**src/rtl/decode_cycle.sv**
```systemverilog
// -----------------------------------------------------------------------------
// decode_cycle -- Instruction Decode stage of the 8-bit pipeline.
//
// Owns the 4x8 register file (with write-back bypass on the read ports),
// sequences two-word (opcode + immediate) instructions, drives IR_en back to
// fetch and registers decoded operands into the ID/EX latch.
//
// Ports:
//   clk        in   system clock, all state on rising edge
//   reset      in   synchronous active-low reset
//   instrD     in   IF/ID instruction: [7:4] opcode, [3:2] ra, [1:0] rb
//   pcD        in   PC of instrD
//   Imm_D      in   immediate held by fetch's Instruction Register
//   StallE     in   hold ID/EX latch, FSM and hold registers
//   FlushE     in   load a bubble into ID/EX (FSM still advances)
//   FlushD     in   drop a pending two-word instruction, bubble ID/EX
//   RegWriteW  in   write-back enable
//   rdW        in   write-back register index
//   resultW    in   write-back data
//   IR_en      out  combinational: fetch IR captures the next word
//   validE     out  ID/EX holds a real instruction
//   opE/raE/rbE, rdata1E/rdata2E, immE, pcE, twoWordE  out  ID/EX fields
// -----------------------------------------------------------------------------
module decode_cycle #(
    parameter logic [3:0] TWO_WORD_OP = 4'hC
) (
    input  logic       clk,
    input  logic       reset,
    input  logic [7:0] instrD,
    input  logic [7:0] pcD,
    input  logic [7:0] Imm_D,
    input  logic       StallE,
    input  logic       FlushE,
    input  logic       FlushD,
    input  logic       RegWriteW,
    input  logic [1:0] rdW,
    input  logic [7:0] resultW,
    output logic       IR_en,
    output logic       validE,
    output logic [3:0] opE,
    output logic [1:0] raE,
    output logic [1:0] rbE,
    output logic [7:0] rdata1E,
    output logic [7:0] rdata2E,
    output logic [7:0] immE,
    output logic [7:0] pcE,
    output logic       twoWordE
);

    typedef enum logic {S_FIRST = 1'b0, S_IMM = 1'b1} state_t;

    typedef struct packed {
        logic       valid;
        logic [3:0] op;
        logic [1:0] ra;
        logic [1:0] rb;
        logic [7:0] rdata1;
        logic [7:0] rdata2;
        logic [7:0] imm;
        logic [7:0] pc;
        logic       two_word;
    } idex_t;

    state_t     state_q, state_d;
    idex_t      idex_q, idex_d, norm_entry;
    state_t     norm_state;
    logic       capture;
    logic [3:0] hold_op_q, hold_op_d;
    logic [1:0] hold_ra_q, hold_ra_d;
    logic [1:0] hold_rb_q, hold_rb_d;
    logic [7:0] hold_pc_q, hold_pc_d;

    logic [7:0] rf_q [4];
    logic [3:0] wr_en;
    logic       is_two;
    logic [1:0] rd_idx_a, rd_idx_b;
    logic [7:0] rdata_a, rdata_b;

    // ---------------------------------------------------------------- regfile
    genvar gi;
    generate
        for (gi = 0; gi < 4; gi++) begin : g_wr_en
            assign wr_en[gi] = RegWriteW && (rdW == 2'(gi));
        end
    endgenerate

    always_ff @(posedge clk) begin
        for (int i = 0; i < 4; i++) begin
            if (!reset)
                rf_q[i] <= 8'h00;
            else if (wr_en[i])
                rf_q[i] <= resultW;
        end
    end

    // In IMM the operands come from the held indices, read at the moment the
    // entry is emitted so a write-back during the immediate cycle is seen.
    assign rd_idx_a = (state_q == S_IMM) ? hold_ra_q : instrD[3:2];
    assign rd_idx_b = (state_q == S_IMM) ? hold_rb_q : instrD[1:0];
    assign rdata_a  = (RegWriteW && rdW == rd_idx_a) ? resultW : rf_q[rd_idx_a];
    assign rdata_b  = (RegWriteW && rdW == rd_idx_b) ? resultW : rf_q[rd_idx_b];

    assign is_two = (instrD[7:4] == TWO_WORD_OP);
    assign IR_en  = reset && (state_q == S_FIRST) && is_two && !StallE && !FlushD;

    // ------------------------------------------------------------ next state
    always_comb begin
        // What an unstalled, unflushed edge would produce.
        norm_entry = '0;
        norm_state = S_FIRST;
        capture    = 1'b0;
        case (state_q)
            S_FIRST: begin
                if (is_two) begin
                    capture    = 1'b1;
                    norm_state = S_IMM;
                end else begin
                    norm_entry.valid  = 1'b1;
                    norm_entry.op     = instrD[7:4];
                    norm_entry.ra     = instrD[3:2];
                    norm_entry.rb     = instrD[1:0];
                    norm_entry.rdata1 = rdata_a;
                    norm_entry.rdata2 = rdata_b;
                    norm_entry.pc     = pcD;
                end
            end
            S_IMM: begin
                norm_entry.valid    = 1'b1;
                norm_entry.op       = hold_op_q;
                norm_entry.ra       = hold_ra_q;
                norm_entry.rb       = hold_rb_q;
                norm_entry.rdata1   = rdata_a;
                norm_entry.rdata2   = rdata_b;
                norm_entry.imm      = Imm_D;
                norm_entry.pc       = hold_pc_q;
                norm_entry.two_word = 1'b1;
            end
            default: norm_state = S_FIRST;
        endcase

        state_d   = state_q;
        idex_d    = idex_q;
        hold_op_d = hold_op_q;
        hold_ra_d = hold_ra_q;
        hold_rb_d = hold_rb_q;
        hold_pc_d = hold_pc_q;

        if (FlushD) begin
            state_d   = S_FIRST;
            idex_d    = '0;
            hold_op_d = '0;
            hold_ra_d = '0;
            hold_rb_d = '0;
            hold_pc_d = '0;
        end else if (FlushE || !StallE) begin
            // FlushE outranks StallE: the FSM keeps moving, only ID/EX bubbles.
            state_d = norm_state;
            idex_d  = FlushE ? idex_t'('0) : norm_entry;
            if (capture) begin
                hold_op_d = instrD[7:4];
                hold_ra_d = instrD[3:2];
                hold_rb_d = instrD[1:0];
                hold_pc_d = pcD;
            end
        end
    end

    always_ff @(posedge clk) begin
        if (!reset) begin
            state_q   <= S_FIRST;
            idex_q    <= '0;
            hold_op_q <= '0;
            hold_ra_q <= '0;
            hold_rb_q <= '0;
            hold_pc_q <= '0;
        end else begin
            state_q   <= state_d;
            idex_q    <= idex_d;
            hold_op_q <= hold_op_d;
            hold_ra_q <= hold_ra_d;
            hold_rb_q <= hold_rb_d;
            hold_pc_q <= hold_pc_d;
        end
    end

    assign validE   = idex_q.valid;
    assign opE      = idex_q.op;
    assign raE      = idex_q.ra;
    assign rbE      = idex_q.rb;
    assign rdata1E  = idex_q.rdata1;
    assign rdata2E  = idex_q.rdata2;
    assign immE     = idex_q.imm;
    assign pcE      = idex_q.pc;
    assign twoWordE = idex_q.two_word;

endmodule

```
**config.mk**
```make
export PLATFORM = sky130hd
export DESIGN_NAME = decode_cycle
export DESIGN_NICKNAME = d
export VERILOG_FILES = /design/src/rtl/decode_cycle.sv
export SDC_FILE = /design/constraint.sdc
export NUM_CORES = 1
export LEC_CHECK = 0
export ABC_CLOCK_PERIOD_IN_PS = 2750
export BUFFER_PORTS_ARGS = -buffer_cell sky130_fd_sc_hd__buf_2
export CAP_MARGIN = 20
export CORE_ASPECT_RATIO = 1.2
export CORE_MARGIN = 2
export CORE_UTILIZATION = 52
export DETAILED_ROUTE_END_ITERATION = 10
export PLACE_DENSITY = 0.77
export SLEW_MARGIN = 20
export SYNTH_ARGS = -nofsm -noshare
export SYNTH_HDL_FRONTEND = slang
export SYNTH_SLANG_ARGS = --single-unit
export TNS_END_PERCENT = 1
```
**constraint.sdc**
```tcl
create_clock -name clk -period 2.75 [get_ports clk]
set_input_delay 0.55 -clock clk [delete_from_list [all_inputs] [get_ports clk]]
set_output_delay 0.55 -clock clk [all_outputs]
set_load 0.02 [all_outputs]
```
==> results_dict.tcl <==
set metrics [dict create \
    status "completed" \
    cts_htree_levels 3 \
    r2r-start "state_q$_SDFFE_PP0P_" \
    fin_crit_sh_pct 82.3 \
    dieWidth_um 84.5 \
    r2r-end "rdata1E[2]$_SDFFE_PP0P_" \
    rows 35 \
    dr_total_vias 3024 \
    drc 0 \
    antenna_found_initial 0 \
    fill_cells 626 \
    ys_async_sr_fraction_pct 0 \
    layout_min_cycle_time_ps 2260 \
    grt_pass1_wl_mm 14.4 \
    rsz0062_at_grt "false" \
    path_class "flip-flop to flip-flop" \
    worst_slew_pin_slew_ps 951 \
    wl_per_cell_um 18.1 \
    max-clock-path-buffers 2 \
    grt_pass1_vias 2895 \
    drive_gt1_share_pct 29.3 \
    final_cell_mix "buf_2, dfxtp_1, nor2_1" \
    final_nets 445 \
    finalHoldViolations 0 \
    irDropWorstVdd_v 0.000340 \
    core_sq_um 7620 \
    reg2reg_slack_ps 490 \
    setup_tns_ps 0 \
    synth_nets 363 \
    clkSinkCount 91 \
    globalplace.congestion 0.815 \
    cts_hold_buf 0 \
    grt_use_total_pct 21.8 \
    ys_warn_count 0 \
    ioPinCount 83 \
    area_growth_pct 18.0 \
    synthCells 323 \
    start_kind "flip-flop" \
    power_leakage_nw 1.97 \
    worst_hold_path_type "primary input to flip-flop" \
    avgViaCountPerCell 6.02 \
    drtIter0Drc 208 \
    pwr_density_cell_nw_per_um2 584 \
    grt.overflow.total 0 \
    postRouteAntennaNets 0 \
    crit_path_end "rdata1E[2]$_SDFFE_PP0P_" \
    clk_pin_slew_worst_paths_ps 90 \
    synth_edf_count 32 \
    die_h_um 101 \
    worstPathRequired_ps 2990 \
    clk_latency_ps 360 \
    grt_max_degree 37 \
    postSynthAreaPerCell_sq_um 12.5 \
    arrival_ps 2510 \
    synth-main-ff-cell "dfxtp_1" \
    dp_hpwl_mm 6.66 \
    finClkSkew_ps 9.67 \
    cts_inserted_buffers 9 \
    wl_mm 9.11 \
    ys_seq_elements 91 \
    io_buffers 82 \
    post_cts_buffers 0 \
    r2r_cells 5 \
    yosysSeqAreaShare_pct 53.0 \
    maxCapViolCount 0 \
    cp_max_fo 15 \
    cts_tree "yes" \
    final_common_cell "buf_2" \
    antenna_cells 0 \
    crit_start "state_q$_SDFFE_PP0P_" \
    die-area_sq_um 8500 \
    root_buffer "clkbuf_8" \
    final_max_slew_viol_count 0 \
    start_util_pct 53.1 \
    synth_area_sq_um 4040 \
    ys_types 41 \
    max_slew_margin_pct 36.4 \
    layout.cells.non_filler 502 \
    cts-resized-gates 0 \
    fmax_mhz 442 \
    crit_path_end_kind "flip-flop" \
    placed_cells 486 \
    setup_viol 0 \
    dr.pass1.iters 5 \
]
[worst max-delay path, cell delays in order, from the launching register on]
cell and delay [ps]:
dfxtp_1 490, buf_4 320, mux2i_4 480, xnor2_1 160, and3b_1 320, a221o_1 390
[through the flow]
step | hold WS, ps | setup WS (ps) | instance area, sq um | power, mW | utilization (%)
final | 439 | 487 | 4770 | 2.79 | 62.6
after global routing | 455 | 374 | 4770 | 2.89 | 62.6
after CTS | 429 | 472 | 4770 | 2.80 | 62.6
after detailed placement | 453 | 498 | 4530 | 1.75 | 59.4
after global placement | 445 | 508 | 4530 | 1.74 | 59.4
after floorplan | 441 | 578 | 4040 | 1.65 | -
[worst min path at each step]
stage               slack, ps                         to                      start  cells past startpoint
floorplan                 440  hold_op_q[2]$_SDFFE_PP0P_  hold_op_q[2]$_SDFFE_PP0P_                      2
global placement          450        raE[1]$_SDFFE_PP0P_        raE[1]$_SDFFE_PP0P_                      2
detailed placement        450        raE[1]$_SDFFE_PP0P_        raE[1]$_SDFFE_PP0P_                      2
CTS                       430       immE[0]$_SDFFE_PP0P_                   Imm_D[0]                      3
global route              460       immE[0]$_SDFFE_PP0P_                   Imm_D[0]                      3
finish                    440       immE[0]$_SDFFE_PP0P_                   Imm_D[0]                      3
[cell usage after synthesis, drive strengths merged, types with 2 or more instances]
master  count  share of area (%)
and3b       2               0.43
edfxtp     32                 24
nor2b       5               0.77
xor2        2               0.62
buf         9                1.6
mux4       16                 10
nor2       43                4.0
a221o      16                4.0
a21oi       6               0.74
a222oi     10                2.5
mux2i      18                5.7
xnor2       2               0.43
a22oi       8                1.5
a221oi      2               0.43
nand3       2               0.25
o21ai       3               0.37
and3       16                2.5
and2       32                5.0
clkbuf     10               0.93
dfxtp      59                 29
nand2b      3               0.46
nor3        5               0.90
or3         2               0.31
nand2       7               0.65
nor3b       4               0.87
nor4b       2               0.59
a31oi       2               0.62
[cell families after synthesis]
group / Yosys count / share of synthesized area (%)
buffers and inverters: 20 / 2.60
and+or+nand+nor: 125 / 17.1
AOI/OAI and AO/OA: 49 / 10.5
DFF: 91 / 53.0
muxes: 34 / 15.8
xor gates and xnor gates: 4 / 1.05
[layer usage]
layer	wire, um	vias up	global-route usage [%]
met3	606	20	3.69
met1	3590	1477	26.8
met2	4690	125	37.9
li1	-	1402	-
met5	0	-	0
met4	229	0	9.77
[report_power, final]
| group | leakage (nW) | internal [mW] | switching (mW) | total (mW) |
|---|---|---|---|---|
| Combinational | 1.06 | 0.114 | 0.139 | 0.253 |
| Clock | 0.125 | 0.594 | 0.472 | 1.07 |
| Sequential | 0.791 | 1.44 | 0.0266 | 1.47 |
| Total | 1.97 | 2.15 | 0.638 | 2.79 |
[final cells by class]
| cell class | count | area, sq um | area share [%] |
|---|---|---|---|
| Clock buffer | 11 | 163 | 3.41 |
| Multi-Input combinational cell | 212 | 1800 | 37.7 |
| Clock inverter | 5 | 80.1 | 1.68 |
| Timing Repair Buffer | 90 | 470 | 9.86 |
| Sequential cell | 91 | 2140 | 44.9 |
| Inverter | 1 | 3.75 | 0.0787 |
| Tap cell | 92 | 115 | 2.41 |
[flip-flops by register name, summed over array words and instances (netlist names)]
signal / cells
twoWordE: 1
rbE: 2
hold_pc_q: 8
rf_q: 32
raE: 2
immE: 8
rdata2E: 8
hold_ra_q: 2
state_q: 1
opE: 4
hold_op_q: 4
hold_rb_q: 2
rdata1E: 8
pcE: 8
validE: 1
No activity file was read; power rests on OpenSTA's default activity.
